===== config.mk =====
export PLATFORM = sky130hd
export DESIGN_NAME = mul_add_seq
export DESIGN_NICKNAME = d
export VERILOG_FILES = /design/src/rtl/mul_add_seq.sv
export SDC_FILE = /design/constraint.sdc
export NUM_CORES = 1
export LEC_CHECK = 0
export BUFFER_PORTS_ARGS = -buffer_cell sky130_fd_sc_hd__buf_2
export CORE_MARGIN = 4
export CORE_UTILIZATION = 35
export CTS_CLUSTER_DIAMETER = 60
export DETAILED_ROUTE_END_ITERATION = 10
export SYNTH_ARGS = -nofsm -noshare
export SYNTH_HDL_FRONTEND = slang
export SYNTH_SLANG_ARGS = --single-unit

===== constraint.sdc =====
create_clock -name clk -period 2.1 [get_ports clk]
set_input_delay 0.21 -clock clk [delete_from_list [all_inputs] [get_ports clk]]
set_output_delay 0.21 -clock clk [all_outputs]
set_load 0.005 [all_outputs]

===== src/rtl/mul_add_seq.sv =====
// Sequential shift-and-add unit: numerator = quotient*denominator + remain, one multiplier bit per cycle.
// Define MUL_ADD_SEQ_OVF_EN to add an ovf output flagging result bits lost to N_WIDTH truncation.
module mul_add_seq #(
  parameter int Q_WIDTH = 10,
  parameter int D_WIDTH = 8,
  parameter int N_WIDTH = 10
) (
  input  logic               clk,
  input  logic               rst_n,
  input  logic               in_valid,
  output logic               in_ready,
  input  logic [Q_WIDTH-1:0] quotient,
  input  logic [D_WIDTH-1:0] denominator,
  input  logic [D_WIDTH-1:0] remain,
  output logic               out_valid,
  input  logic               out_ready,
  output logic [N_WIDTH-1:0] numerator
`ifdef MUL_ADD_SEQ_OVF_EN
  ,
  output logic               ovf
`endif
);

  localparam int AW = Q_WIDTH + D_WIDTH;
  localparam int CW = (Q_WIDTH > 1) ? $clog2(Q_WIDTH) : 1;

  typedef enum logic [1:0] {IDLE, BUSY, DONE} state_t;

  state_t              state_reg, state_next;
  logic [AW-1:0]       acc_reg, mcand_reg;
  logic [Q_WIDTH-1:0]  mplier_reg;
  logic [CW-1:0]       count_reg;
  logic                last_step;

  assign last_step = (count_reg == CW'(Q_WIDTH - 1));

  always_comb begin
    state_next = state_reg;
    case (state_reg)
      IDLE:    if (in_valid)  state_next = BUSY;
      BUSY:    if (last_step) state_next = DONE;
      DONE:    if (out_ready) state_next = IDLE;
      default: state_next = IDLE;
    endcase
  end

  always_ff @(posedge clk or negedge rst_n) begin
    if (!rst_n) state_reg <= IDLE;
    else        state_reg <= state_next;
  end

  // Operands are zero-extended to the full product width so partial sums never overflow.
  always_ff @(posedge clk or negedge rst_n) begin
    if (!rst_n) begin
      acc_reg    <= '0;
      mcand_reg  <= '0;
      mplier_reg <= '0;
      count_reg  <= '0;
    end else if (state_reg == IDLE && in_valid) begin
      acc_reg    <= {{Q_WIDTH{1'b0}}, remain};
      mcand_reg  <= {{Q_WIDTH{1'b0}}, denominator};
      mplier_reg <= quotient;
      count_reg  <= '0;
    end else if (state_reg == BUSY) begin
      if (mplier_reg[0]) acc_reg <= acc_reg + mcand_reg;
      mcand_reg  <= mcand_reg << 1;
      mplier_reg <= mplier_reg >> 1;
      count_reg  <= count_reg + CW'(1);
    end
  end

  assign in_ready  = (state_reg == IDLE);
  assign out_valid = (state_reg == DONE);
  assign numerator = acc_reg[N_WIDTH-1:0];

`ifdef MUL_ADD_SEQ_OVF_EN
  assign ovf = (state_reg == DONE) && (|acc_reg[AW-1:N_WIDTH]);
`endif

endmodule


==> metrics.txt, run 1 <==
Worst slew margin 46.1%; synthesis-to-layout area growth 21.4%; Leak ~1.2 nW; Worst path slowest cell dfrtp_1; syn nets 250; first-pass GRT wire length 7.64 mm; status complete, but fails checks; Arrival @ worst endpoint about 2200 ps; sequential area share after synthesis 46.6%; Die X a little over 80 um; Detailed Routing Iterations Pass 1 4; Ant. Diodes 0; TritonCTS clock tree done; core area 5240 um^2; Clock Latency Late Sink around 290 ps; placer congestion estimate 0.846; grt total ovfl 0; DRT iter0 DRCs 105; Syn Area/Cell approximately 9.3 um^2; TritonCTS Buffers 5; Synth top area share a little under half; CP cell instances ha_1 -> a211oi_2 -> o21bai_1 -> a21o_1 -> a21oi_4 -> xor2_1 -> a221o_1; Longest Clk Path Bufs 2; final hold slack -0.749 ps; antenna violation net count after detailed routing 0; GR Util All Layers 14.7%; final setup TNS 0 ps; top cells by area, synth dfrtp_1 (47%), nand2_1 (10%), ha_1 (7.1%); post-synth cell types 33; final clock skew 11.4 ps; most frequent cell after synthesis nand2_1; pwr/cell area 1590 nW/um^2; Critical Path Start Type flop; layout cells sized above 1 23.6%; Worst VDD drop 587 uV; Syn Inst Count 208; worst-path fanout max 4; Initial Util 36.9%; failing checks hold timing; final WL between 4 and 5 mm; WP data required approximately 2300 ps; antenna violations before repair 0; slowest cell delay on critical path 410 ps; largest net degree at the start of global routing 37; Worst path top cell family by delay compound AO/OA/AOI/OAI gates; max-slew violations 0; WP buf/inv 0; Post-Syn Area 1930 um^2; I/O pin count 42; Hold Crit Class primary input to asynchronous set/reset pin; DR WL/cell 13.8 um; r2r startpoint acc_reg[1]; H-tree levels 2; Yosys reg bits 36; number of flops mapped to enable cells by yosys 0; CP Capture Type flop; critical path type flop to flop; Die Span Y 82.3 um; Setup crit start acc_reg[1]; Worst-path clk slew 80 ps; Die Area just under 7000 um^2; top post-synthesis cells by count nand2_1 (52), dfrtp_1 (36), a22oi_1 (18), o21ai_0 (18), ha_1 (11); worst-margin pin slew 809 ps; Final Hold Fails 1; reg2reg path depth 7; via count 1601; Nets 295; Clock Sinks 36; postcts setup bufs 0; Rows 26; root buf cell clkbuf_8; DR DRC count 0; dominant cell type by area after synthesis dfrtp_1; number of global-route vias before repair 1674; CTS resizes 0; share of the clock period used by the worst path 94.0%; CTS Hold Buffers Added 0; R2R Path End acc_reg[9]; Vias per Instance between 4 and 5; Post-synth ARST share between 90% and 100%; Final Setup Violations 0; reg-to-reg slack, setup 130 ps; minimum clock period a little under 2000 ps; Achievable Freq 507 MHz; RSZ-0062 raised after global routing false; Buffers on Ports 41; max cap viols 0; ys flop type dfrtp_1; Synth Warn # 0; post-DP HPWL between 3 and 4 mm
[layer usage]
metal	part of all wire, %	routed length [um]	global-route usage [%]	vias up
met1	48	2130	18.5	742
met2	46	2070	24.4	39
li1	-	-	-	818
met3	5.5	245	4.12	2
met5	0	0	0	-
met4	0.43	19	4.32	0
[layout by cell type, fill, tap and decap left out, types with 3 or more instances in the layout]
| master | n |
|---|---|
| a221o_1 | 4 |
| nor2b_1 | 3 |
| o21ai_0 | 18 |
| a21oi_1 | 8 |
| buf_2 | 41 |
| buf_4 | 7 |
| nand2b_1 | 3 |
| nor2_1 | 5 |
| ha_1 | 11 |
| xnor2_1 | 3 |
| xor2_1 | 3 |
| inv_1 | 6 |
| dfrtp_1 | 36 |
| clkbuf_8 | 5 |
| nand3_1 | 6 |
| nand2_1 | 52 |
| a22oi_1 | 18 |
[metrics by stage]
step	instance area (um^2)	instances	util [%]	worst slack, ps	power, W
2_1_floorplan	1930	208	-	211	0.00261
3_3_place_gp	2230	316	42.7	165	0.00314
4_1_cts	2350	324	44.8	111	0.00379
5_1_grt	2350	324	44.8	28.1	0.00412
3_5_place_dp	2230	316	42.7	130	0.00316
6_report	2350	324	44.8	126	0.00373
[final cells by class]
| cell class | instances | area (um^2) |
|---|---|---|
| Clock buffer | 5 | 68.8 |
| Clock inverter | 3 | 42.5 |
| Fill cell | 538 | 2890 |
| Inverter | 6 | 22.5 |
| Multi-Input combinational cell | 156 | 966 |
| Sequential cell | 36 | 901 |
| Tap cell | 70 | 87.6 |
| Timing Repair Buffer | 48 | 258 |
[power by group]
group          internal, W  total [W]  switching (W)
clock network     0.000351   0.000605       0.000253
registers          0.00101    0.00126       0.000245
logic             0.000848    0.00187        0.00102
total              0.00221    0.00373        0.00152
[cell families (layout without fill, tap and decap cells)]
logic type / Yosys count / in the layout / share of synthesized area (%)
and+or+nand+nor: 77 / 77 / 17.0
AOI/OAI and AO/OA: 59 / 59 / 21.0
DFF: 36 / 36 / 46.6
buffers and inverters: 16 / 62 / 3.37
adders and majority gates: 12 / 12 / 8.16
xor gates and xnor gates: 6 / 6 / 2.72
muxes: 2 / 2 / 1.04
[worst max-delay path by stage]
stage	end	slack [ps]	cells past startpoint
finish	acc_reg[9]	130	7
global route	acc_reg[9]	30	7
CTS	acc_reg[9]	110	7
detailed placement	acc_reg[9]	130	7
global placement	acc_reg[9]	160	7
floorplan	acc_reg[9]	210	7
Power figures use the tool's default switching activity.
==> inputs of run 2 (changes only) <==
Settings changed: BUFFER_PORTS_ARGS -buffer_cell sky130_fd_sc_hd__buf_2 to -buffer_cell sky130_fd_sc_hd__clkbuf_2, CORE_UTILIZATION 35 to 50, PLACE_DENSITY from default to 0.74, RECOVER_POWER from default to 25.
==> metrics.txt, run 2 (synthesis results as in run 1) <==
Worst path top cell family by delay compound AO/OA/AOI/OAI gates; Achievable Freq 507 MHz; Leak 1.18 nW; pwr/cell area 1630 nW/um^2; Clock Sinks 36; WP buf/inv 0; synthesis-to-layout area growth 20.7%; antenna violation net count after detailed routing 0; CP Capture Type flop; final clock skew 4.24 ps; Buffers on Ports between 40 and 50; final worst setup slack 129 ps; Layout Cells excl Fill 301; final WL 4.17 mm; Final Setup Violations 0; failing checks capacitance limit, slew limit; slowest cell delay on critical path 410 ps; Hold Crit Class primary input to flop; worst-path fanout max 4; Arrival @ worst endpoint 2140 ps; critical path type flop to flop; worst-margin pin slew 1910 ps; largest net degree at the start of global routing 37; power after layout 0.00380 W; layout cells sized above 1 24.1%; antenna violations before repair 0; Die Span Y 70.2 um; max cap viols 1; post-DP HPWL 3.01 mm; Nets around 300; Worst-path clk slew 70 ps; first-pass GRT wire length 7.30 mm; RSZ-0062 raised after global routing false; grt total ovfl 0; Worst path slowest cell dfrtp_1; Worst VDD drop 940 uV; Ant. Diodes 0; via count between 1500 and 2000; minimum clock period 1970 ps; DR WL/cell 13.9 um; Initial Util 52.4%; final setup TNS 0 ps; pre-CTS setup slack ~150 ps; commonest non-fill, non-tap cells in the layout nand2_1 (52), clkbuf_2 (40), dfrtp_1 (36), a22oi_1 (18), o21ai_0 (18); Final Hold Fails 0; Clock Latency Late Sink roughly 280 ps; Die Area slightly below 5000 um^2; TritonCTS Buffers 5; TritonCTS clock tree done; DRT iter0 DRCs 109; WP data required 2270 ps; Die X 70.2 um; Critical Path Start Type flop; Detailed Routing Iterations Pass 1 4; Vias per Instance 5.48; Rows 22; DR DRC count 0; fill count 335; CTS Hold Buffers Added 0; H-tree levels 2; most common cell after layout, fill and taps aside nand2_1; number of global-route vias before repair around 1700; root buf cell clkbuf_8; area occupied by multi-input gates 973 um^2; CP cell instances ha_1 -> a211oi_2 -> o21bai_1 -> a21o_1 -> a21oi_4 -> xor2_1 -> a221o_1; Worst slew margin -27.4%; max-slew violations 37; core area 3690 um^2; status complete, but fails checks; register area about 900 um^2; share of the clock period used by the worst path 93.9%; GR Util All Layers between 10% and 20%; Longest Clk Path Bufs 2; placer congestion estimate 0.833; I/O pin count between 40 and 50; placed insts a little under 300
[run 2: cell count changes in the layout (fill, tap and decap cells not counted), moves of 2 or more]
cell      change
clkbuf_8      +2
buf_2        -41
nor2b_1       -2
clkbuf_2     +40
nor2b_2       +2
[run 2: worst paths after layout]
| check | startpoint | to | slack [ps] | cells past startpoint |
|---|---|---|---|---|
| setup / recovery | acc_reg[1] | acc_reg[9] | 130 | 7 |
| max in group asynchronous | rst_n | mplier_reg[2] | 560 | 1 |
| setup reg to reg | acc_reg[1] | acc_reg[9] | 130 | 7 |
| hold / removal | out_ready | state_reg[1] | 110 | 2 |
| hold reg to reg | mplier_reg[4] | mplier_reg[4] | 480 | 2 |
| min in group asynchronous | rst_n | acc_reg[8] | 450 | 1 |
[run 2: cell type report]
| type | count | share of cell area (%) |
|---|---|---|
| multi-input cells | 156 | 41.7 |
| flip-flops and latches | 36 | 38.6 |
| repair buffers | 47 | 10.7 |
| clock buffers | 7 | 4.13 |
| well taps | 48 | 2.58 |
| clock inverters | 1 | 1.29 |
| inverters | 6 | 0.966 |
[run 2: what timing repair did]
action,in CTS,in global routing
resized for setup,0,2
buffers inserted,0,0
endpoints found under the setup margin,0,2
[run 2: report_power, final]
part / total [W] / internal [W] / switching, W
sequential: 0.00126 / 0.00101 / 0.000247
combinational: 0.00188 / 0.000849 / 0.00103
clock: 0.000662 / 0.000419 / 0.000243
total: 0.00380 / 0.00228 / 0.00152
[run 2: per-stage QoR]
step / util (%) / hold slack [ps] / area [um^2]
after floorplan: - / -85.6 / 1930
after global placement: 59.7 / 376 / 2200
after detailed placement: 59.7 / 378 / 2200
after CTS: 63.1 / 70.1 / 2330
after global routing: 63.2 / 91.5 / 2330
final: 63.2 / 115 / 2330
[run 2: layer usage]
| layer | part of all wire [%] | vias up | track usage, % |
|---|---|---|---|
| met5 | 0 | - | 0 |
| met4 | 0.53 | 0 | 5.11 |
| met3 | 7.5 | 2 | 5.76 |
| met2 | 48 | 49 | 30.7 |
| met1 | 44 | 778 | 22.6 |
| li1 | - | 820 | - |
